`config.mk`:
```
export PLATFORM = sky130hd
export DESIGN_NAME = dm9000_reg_writer
export DESIGN_NICKNAME = d
export VERILOG_FILES = /design/src/rtl/dm9000_reg_writer.sv
export SDC_FILE = /design/constraint.sdc
export NUM_CORES = 1
export LEC_CHECK = 0
export ABC_AREA = 1
export CORE_MARGIN = 4
export CORE_UTILIZATION = 43
export CTS_CLUSTER_SIZE = 28
export DETAILED_ROUTE_END_ITERATION = 8
export PLACE_DENSITY = 0.71
export SETUP_SLACK_MARGIN = 0.15
export SLEW_MARGIN = 40
export SYNTH_ARGS = -nofsm -noshare
export SYNTH_HDL_FRONTEND = slang
export SYNTH_SLANG_ARGS = --single-unit
export TNS_END_PERCENT = 20
```
`constraint.sdc`:
```
create_clock -name clk50M -period 1.6 [get_ports clk50M]
set_input_delay 0.16 -clock clk50M [delete_from_list [all_inputs] [get_ports clk50M]]
set_output_delay 0.16 -clock clk50M [all_outputs]
set_load 0.005 [all_outputs]
```
`src/rtl/dm9000_reg_writer.sv`:
```
`timescale 1ns/1ps
// dm9000_reg_writer
//   Two-step DM9000A host-bus register write: an index cycle (CMD=0) carrying the
//   register number, a bus-released gap, then a data cycle (CMD=1) carrying the value.
//   All pin outputs are registers, so the strobes are glitch-free; async reset
//   releases the bus immediately.
//   Optional macro DM9000_WR_FIFO_EN adds a 4-entry request FIFO in front of the FSM.
module dm9000_reg_writer #(
    parameter int T_SETUP  = 1,
    parameter int T_STROBE = 2,
    parameter int T_HOLD   = 1,
    parameter int T_GAP    = 2
) (
    input  logic        clk50M,
    input  logic        rst_key,
    input  logic        req_valid,
    output logic        req_ready,
    input  logic [7:0]  req_addr,
    input  logic [15:0] req_data,
    output logic        done,
    output logic        busy,
    output logic        eth_cs,
    output logic        eth_cmd,
    output logic        eth_iow,
    output logic        eth_ior,
    output logic [15:0] eth_data_o,
    output logic        eth_data_oe
);

    if (T_SETUP < 1 || T_STROBE < 1 || T_HOLD < 1 || T_GAP < 1) begin : g_bad_param
        $error("dm9000_reg_writer: every T_* parameter must be >= 1");
    end

    localparam int MAX_A = (T_SETUP > T_STROBE) ? T_SETUP : T_STROBE;
    localparam int MAX_B = (T_HOLD > T_GAP) ? T_HOLD : T_GAP;
    localparam int MAX_T = (MAX_A > MAX_B) ? MAX_A : MAX_B;
    localparam int CNT_W = (MAX_T < 1) ? 1 : $clog2(MAX_T + 1);

    localparam logic [CNT_W-1:0] LD_SETUP  = CNT_W'(T_SETUP - 1);
    localparam logic [CNT_W-1:0] LD_STROBE = CNT_W'(T_STROBE - 1);
    localparam logic [CNT_W-1:0] LD_HOLD   = CNT_W'(T_HOLD - 1);
    localparam logic [CNT_W-1:0] LD_GAP    = CNT_W'(T_GAP - 1);
    localparam logic [CNT_W-1:0] CNT_ONE   = CNT_W'(1);

    typedef enum logic [2:0] {
        IDLE, IDX_SETUP, IDX_STROBE, IDX_HOLD, GAP, DAT_SETUP, DAT_STROBE, DAT_HOLD
    } state_t;

    state_t           state;
    logic [CNT_W-1:0] cnt;
    logic             fsm_busy;
    logic [15:0]      data_q;

    // Request source feeding the FSM: either the port directly or the FIFO head
    logic             start;
    logic [7:0]       start_addr;
    logic [15:0]      start_data;

    // This block never reads the chip
    assign eth_ior = 1'b1;

`ifdef DM9000_WR_FIFO_EN
    logic [7:0]  fifo_addr [4];
    logic [15:0] fifo_data [4];
    logic [1:0]  wr_ptr;
    logic [1:0]  rd_ptr;
    logic [2:0]  fifo_cnt;
    logic        fifo_full;
    logic        fifo_empty;
    logic        push;
    logic        pop;

    assign fifo_full  = (fifo_cnt == 3'd4);
    assign fifo_empty = (fifo_cnt == 3'd0);
    // A full FIFO refuses pushes even when a pop happens the same cycle
    assign push       = req_valid & ~fifo_full;
    assign pop        = (state == IDLE) & ~fifo_empty;
    assign req_ready  = ~fifo_full;
    assign busy       = fsm_busy | ~fifo_empty;
    assign start      = pop;
    assign start_addr = fifo_addr[rd_ptr];
    assign start_data = fifo_data[rd_ptr];

    // FIFO pointers and occupancy; reset empties the queue
    always_ff @(posedge clk50M or negedge rst_key) begin
        if (!rst_key) begin
            wr_ptr   <= '0;
            rd_ptr   <= '0;
            fifo_cnt <= '0;
        end else begin
            if (push) wr_ptr <= wr_ptr + 2'd1;
            if (pop)  rd_ptr <= rd_ptr + 2'd1;
            case ({push, pop})
                2'b10:   fifo_cnt <= fifo_cnt + 3'd1;
                2'b01:   fifo_cnt <= fifo_cnt - 3'd1;
                default: fifo_cnt <= fifo_cnt;
            endcase
        end
    end

    // FIFO storage, written on every accepted push
    always_ff @(posedge clk50M) begin
        if (push) begin
            fifo_addr[wr_ptr] <= req_addr;
            fifo_data[wr_ptr] <= req_data;
        end
    end
`else
    assign req_ready  = ~fsm_busy;
    assign busy       = fsm_busy;
    assign start      = req_valid & ~fsm_busy;
    assign start_addr = req_addr;
    assign start_data = req_data;
`endif

    // Hold the data word until the data cycle; the index goes straight to the bus
    always_ff @(posedge clk50M) begin
        if (start) data_q <= start_data;
    end

    // Bus sequencer: one down-counter times every phase, outputs set on state entry
    always_ff @(posedge clk50M or negedge rst_key) begin
        if (!rst_key) begin
            state       <= IDLE;
            cnt         <= '0;
            fsm_busy    <= 1'b0;
            done        <= 1'b0;
            eth_cs      <= 1'b1;
            eth_cmd     <= 1'b1;
            eth_iow     <= 1'b1;
            eth_data_o  <= '0;
            eth_data_oe <= 1'b0;
        end else begin
            done <= 1'b0;
            if (state != IDLE && cnt != '0) begin
                cnt <= cnt - CNT_ONE;
            end else begin
                case (state)
                    IDLE: begin
                        if (start) begin
                            state       <= IDX_SETUP;
                            cnt         <= LD_SETUP;
                            fsm_busy    <= 1'b1;
                            eth_cs      <= 1'b0;
                            eth_cmd     <= 1'b0;
                            eth_data_oe <= 1'b1;
                            eth_data_o  <= {8'h00, start_addr};
                        end
                    end
                    IDX_SETUP: begin
                        state   <= IDX_STROBE;
                        cnt     <= LD_STROBE;
                        eth_iow <= 1'b0;
                    end
                    IDX_STROBE: begin
                        state   <= IDX_HOLD;
                        cnt     <= LD_HOLD;
                        eth_iow <= 1'b1;
                    end
                    IDX_HOLD: begin
                        state       <= GAP;
                        cnt         <= LD_GAP;
                        eth_cs      <= 1'b1;
                        eth_cmd     <= 1'b1;
                        eth_data_oe <= 1'b0;
                        eth_data_o  <= '0;
                    end
                    GAP: begin
                        state       <= DAT_SETUP;
                        cnt         <= LD_SETUP;
                        eth_cs      <= 1'b0;
                        eth_cmd     <= 1'b1;
                        eth_data_oe <= 1'b1;
                        eth_data_o  <= data_q;
                    end
                    DAT_SETUP: begin
                        state   <= DAT_STROBE;
                        cnt     <= LD_STROBE;
                        eth_iow <= 1'b0;
                    end
                    DAT_STROBE: begin
                        state   <= DAT_HOLD;
                        cnt     <= LD_HOLD;
                        eth_iow <= 1'b1;
                    end
                    DAT_HOLD: begin
                        state       <= IDLE;
                        fsm_busy    <= 1'b0;
                        done        <= 1'b1;
                        eth_cs      <= 1'b1;
                        eth_cmd     <= 1'b1;
                        eth_data_oe <= 1'b0;
                        eth_data_o  <= '0;
                    end
                    default: state <= IDLE;
                endcase
            end
        end
    end

endmodule
```
== Word-level counts from Yosys, hierarchy flattened ==
Index checks and enable logic that the tools add are counted.

* Add/subtract/negate cells: 1
* Eq/ne operators: 9
* Muxes and demuxes: 16
* Bitwise gates (word level): 3
* Reductions and logical operators: 21

{| class="wikitable"
|+ Operators with widths
! kind !! number
|-
| $pmux 16 s3 || 1
|-
| $pmux 3 s8 || 1
|-
| $mux 16 || 1
|-
| $eq 3x3->1 const B || 4
|-
| $reduce_and 3->1 || 3
|-
| $reduce_or 3->1 || 3
|-
| $reduce_bool 2->1 || 4
|-
| $eq 3x2->1 const B || 2
|-
| $pmux 1 s2 || 3
|-
| $pmux 1 s3 || 2
|-
| $pmux 2 s3 || 1
|-
| $reduce_and 2->1 || 3
|-
| $reduce_bool 3->1 || 2
|-
| $reduce_or 2->1 || 3
|-
| $mux 1 || 4
|-
| $mux 2 || 2
|-
| $reduce_bool 4->1 || 1
|-
| $eq 3x1->1 const B || 1
|-
| $logic_not 3->1 || 1
|-
| $mux 3 || 1
|-
| $ne 3x3->1 const B || 1
|-
| $ne 2x2->1 const B || 1
|-
| $not 1->1 || 2
|-
| $sub 2x1->2 const B || 1
|-
| other kinds (2) || 2
|}

* Register bits: 43
* Input bits: 27
* Word-level logic and storage cells: 60

== Depth between registers and ports, before layout ==
* Word-level depth: 5
* Mapped depth: 11
* Gate-level depth less buffers: 10

== Worst setup path before layout ==
No wires, ideal clock.

* Path kind: register to register
* From: reg state[0]
* To: reg eth_data_oe
* Setup time: 0.117 ns
* Arrival time: 1.428 ns
* Path slack: 0.055 ns
* Stages on the path, launching flop included: 12
* Buffers on the path: 1
* Clock period less this slack: 1.545 ns
* Cells stage by stage: dfrtp_1 inv_1 ha_1 inv_1 nor2_1 nand2_1 nand2_4 nor2_8 inv_4 buf_6 nand2_1 nand2_1

* Word-level cells in the longest chain between the ends: 4
* Elaborated cells on any way between the ends: 12

{| class="wikitable"
|+ RTL lines
! what !! line !! source
|-
| start, declared || 49 || <nowiki>state_t state;</nowiki>
|-
| start signal, assigned || 124 || <nowiki>state <= IDLE;</nowiki>
|-
| start signal, assigned || 141 || <nowiki>state <= IDX_SETUP;</nowiki>
|-
| start signal, assigned || 151 || <nowiki>state <= IDX_STROBE;</nowiki>
|-
| $eq 3x3->1 (tied with other cells) || 138 || <nowiki>case (state)</nowiki>
|-
| $reduce_or 2->1 (no source line) / $logic_and 1x1->1 (equally long branches) || n/a ||
|-
| $reduce_bool 3->1 (no source line) / $not 1->1 (equally long branches) || n/a ||
|-
| $reduce_and 3->1 (no source line) || n/a ||
|-
| end signal, assigned || 132 || <nowiki>eth_data_oe <= 1'b0;</nowiki>
|-
| end signal, assigned || 146 || <nowiki>eth_data_oe <= 1'b1;</nowiki>
|-
| end signal, assigned || 165 || <nowiki>eth_data_oe <= 1'b0;</nowiki>
|-
| end, declared || 27 || <nowiki>output logic eth_data_oe</nowiki>
|}

Several ways; a longest one is shown, not always the timed one.
A chain may end at the register's enable or synchronous reset.

== Worst setup path in the final report ==
* From: reg state[0]
* To: reg eth_data_o[15]

* Word-level cells in the longest chain between the ends: 4
* Elaborated cells on any way between the ends: 12

{| class="wikitable"
|+ RTL lines
! what !! line !! source
|-
| $eq 3x3->1 (tied with other cells) || 138 ||
|-
| $reduce_or 2->1 (no source line) / $logic_and 1x1->1 (equally long branches) || n/a ||
|-
| $reduce_bool 3->1 (no source line) / $not 1->1 (equally long branches) || n/a ||
|-
| $reduce_and 3->1 (no source line) || n/a ||
|-
| end signal, assigned || 147 || <nowiki>eth_data_o <= {8'h00, start_addr};</nowiki>
|-
| end signal, assigned || 174 || <nowiki>eth_data_o <= data_q;</nowiki>
|-
| end, declared || 26 || <nowiki>output logic [15:0] eth_data_o,</nowiki>
|}

Several ways; a longest one is shown, not always the timed one.

==> flow_summary.toml <==
[route]
drc = 0
dr.first_iter.drc_count = 65
routed_wl_um = 4420
num_vias = 1570
wire_per_inst_um = 13.6
drtAntennaViolNets = 0
drt-pass1-iter-count = 4
viasPerCell = 4.83

[sta]
setup_ws_ps = 69.8
finalCriticalPeriod_ps = 1530
finalSetupTns_ps = 0
finalHoldViolCount = 0
drv_slew = 0
fin_skew_ps = 9.12
period_share_pct = 95.6
fmax_mhz = 654
finalSetupViolCount = 0
grt_setup_unrepaired = "true"

[logic_synthesis]
yosys_warnings = 0
yosysMostFrequentCell = "nand2_1"
synth_edf_count = 16
synth.distinct_cells = 19
yosys-top-cells-area = "dfrtp_1 (31%), edfxtp_1 (25%), nand2_1 (17%)"
syn-num-nets = 236
synthArstFlopShare_pct = 62.8
syn_inst = 202
ys_seq_elements = 43
synth.yosys.seq_area_share_pct = 60.4
synth_top_cell_area_share_pct = 31.3
avgSynthCellArea_um2 = 9.50
synth_commonest_cells = "nand2_1 (87), dfrtp_1 (24), nand3_1 (18), edfxtp_1 (16), inv_1 (12)"
ys.flop_type = "dfrtp_1"
synth_area_um2 = 1920
yosys.area.top_type = "dfrtp_1"

[power]
p_leak_nw = 1.29
power_density_nw_per_um2 = 1960
ir_drop_uv = 879

[placement]
gp_congestion = 0.902
dp_slack_ps = 25.8
portBuffers = 49
dpl.hpwl_um = 2870
dp.cells = 304

[cts]
hold_buffers = 0
h-tree-depth = 2
clk_pin_slew_worst_paths_ps = 90
worst_skew_pair.late_latency_ps = 300
cts_buffer_depth = 2
clock-sinks = 43
tritoncts = "built"
numCtsBuffers = 5
cts-root-buf = "clkbuf_8"

[cells_and_area]
seqCellArea_um2 = 1160
nNetsFinal = 306
n_fill_cell = 379
syn_to_final_growth_pct = 43.0
drive_above_1_share_pct = 19.0
multi_input_area_um2 = 719
num_antenna_cells = 0
final_cells = 325

[worst_setup_path]
end_kind = "flop"
critical_path_class = "reg -> reg"
cp_max_fo = 5
cp.required_ps = 1790
cp.arrival_ps = 1720
start_kind = "flop"

[grt]
grt_util_all_layers_pct = 16.6
grt_pass1_vias = 1470
grt_pass1_wl_um = 6960
grt_max_degree = 28
grt-ovfl-total = 0
antenna_found_initial = 0

[die]
die_x_um = 74.8
start_util_pct = 44.4
core_area_um2 = 4320
rows = 24
fp.dieH_um = 74.8
dieArea_um2 = 5600
io_pins = 51

[flow_run]
max_cap_viol_count = 0

[hold_path]
hp-class = "in -> async"

[status]
status = "finished clean"
[logic make-up (layout without fill, tap and decap cells)]
logic type	count (synthesis)	count (layout)	synth area share [%]
other cells	1	1	0.195
simple gates	121	122	26.7
fa+ha+maj	7	7	4.56
flops	43	43	60.4
buf+inv	21	91	5.74
compound gates	9	9	2.35
[power by group]
group / total, W / internal, W / leakage, nW / switching (W)
logic: 0.00294 / 0.00139 / 0.766 / 0.00156
clock network: 0.000683 / 0.000305 / 0.0412 / 0.000377
registers: 0.00176 / 0.00155 / 0.487 / 0.000212
total: 0.00539 / 0.00324 / 1.29 / 0.00215
[critical path, stage by stage, from the launching register on]
cell and delay [ps]:
dfrtp_2 400, inv_2 60, ha_4 180, inv_2 50, nor2_2 30, nand2_2 120, nand2_8 90, nor2_4 260
inv_4 80, nand2_1 80, nand2_1 60
[final cells by class]
type | count | area share, %
clock buffers | 6 | 2.64
inverters | 16 | 2.55
flip-flops and latches | 43 | 42.3
clock inverters | 2 | 0.456
multi-input cells | 139 | 26.2
well taps | 52 | 2.37
repair buffers | 65 | 23.0
repair inverters | 2 | 0.456
[per-layer routing]
metal | wire length, µm | global-route usage, % | vias up
met4 | 91 | 7.51 | 0
li1 | - | - | 774
met1 | 1850 | 21.1 | 734
met2 | 2200 | 26.8 | 53
met5 | 0 | 0 | -
met3 | 281 | 4.27 | 9
[registers in the layout (all words and copies together) (netlist names), 2 cells and up]
signal and flops:
state 3, cnt 2, eth_data_o 16, data_q 16
[through the flow]
| step | total power (W) | util (%) | instance area [µm²] | hold WS, ps |
|---|---|---|---|---|
| 2_1_floorplan | 0.00323 | - | 1930 | -136 |
| 3_3_place_gp | 0.00410 | 57.8 | 2500 | 455 |
| 3_5_place_dp | 0.00417 | 57.8 | 2500 | 457 |
| 4_1_cts | 0.00513 | 61.3 | 2650 | 244 |
| 5_1_grt | 0.00582 | 63.5 | 2750 | 269 |
| 6_report | 0.00539 | 63.5 | 2750 | 233 |
[placed cells by master, fill, tap and decap left out, types with 3 or more instances in the layout]
cell type	Yosys	layout
nand3_1	18	18
inv_1	12	9
nor2_1	11	10
buf_4	3	13
o21ai_0	8	8
clkdlybuf4s50_1	0	49
nand2_4	2	4
nand2_2	2	6
edfxtp_1	16	16
ha_1	7	5
nand2_1	87	80
clkbuf_8	0	5
inv_2	1	4
inv_4	2	3
dfstp_2	3	3
dfrtp_1	24	22
[path summary, 6_finish.rpt]
check / startpoint / to / slack [ps] / depth (start not counted)
min in group clk50M: req_data[15] / data_q[15]$_DFFE_PP_ / 410 / 1
hold reg to reg: eth_data_o[3]$_DFFE_PN0P_ / eth_data_o[3]$_DFFE_PN0P_ / 470 / 2
setup reg to reg: state[0]$_DFFE_PN0P_ / eth_data_o[15]$_DFFE_PN0P_ / 70 / 10
max in group asynchronous: rst_key / eth_cs$_DFFE_PN1P_ / 1050 / 2
hold / removal: rst_key / cnt[1]$_DFFE_PN0P_ / 230 / 2
setup / recovery: state[0]$_DFFE_PN0P_ / eth_data_o[15]$_DFFE_PN0P_ / 70 / 10
[what timing repair did]
item | in CTS | in global routing
setup endpoints to repair | 22 | 28
pin swaps | 5 | 6
setup buffers | 3 | 6
gates cloned | 3 | 1
gates resized for setup | 7 | 13
Note: power is estimated with default switching activity, not from simulation.
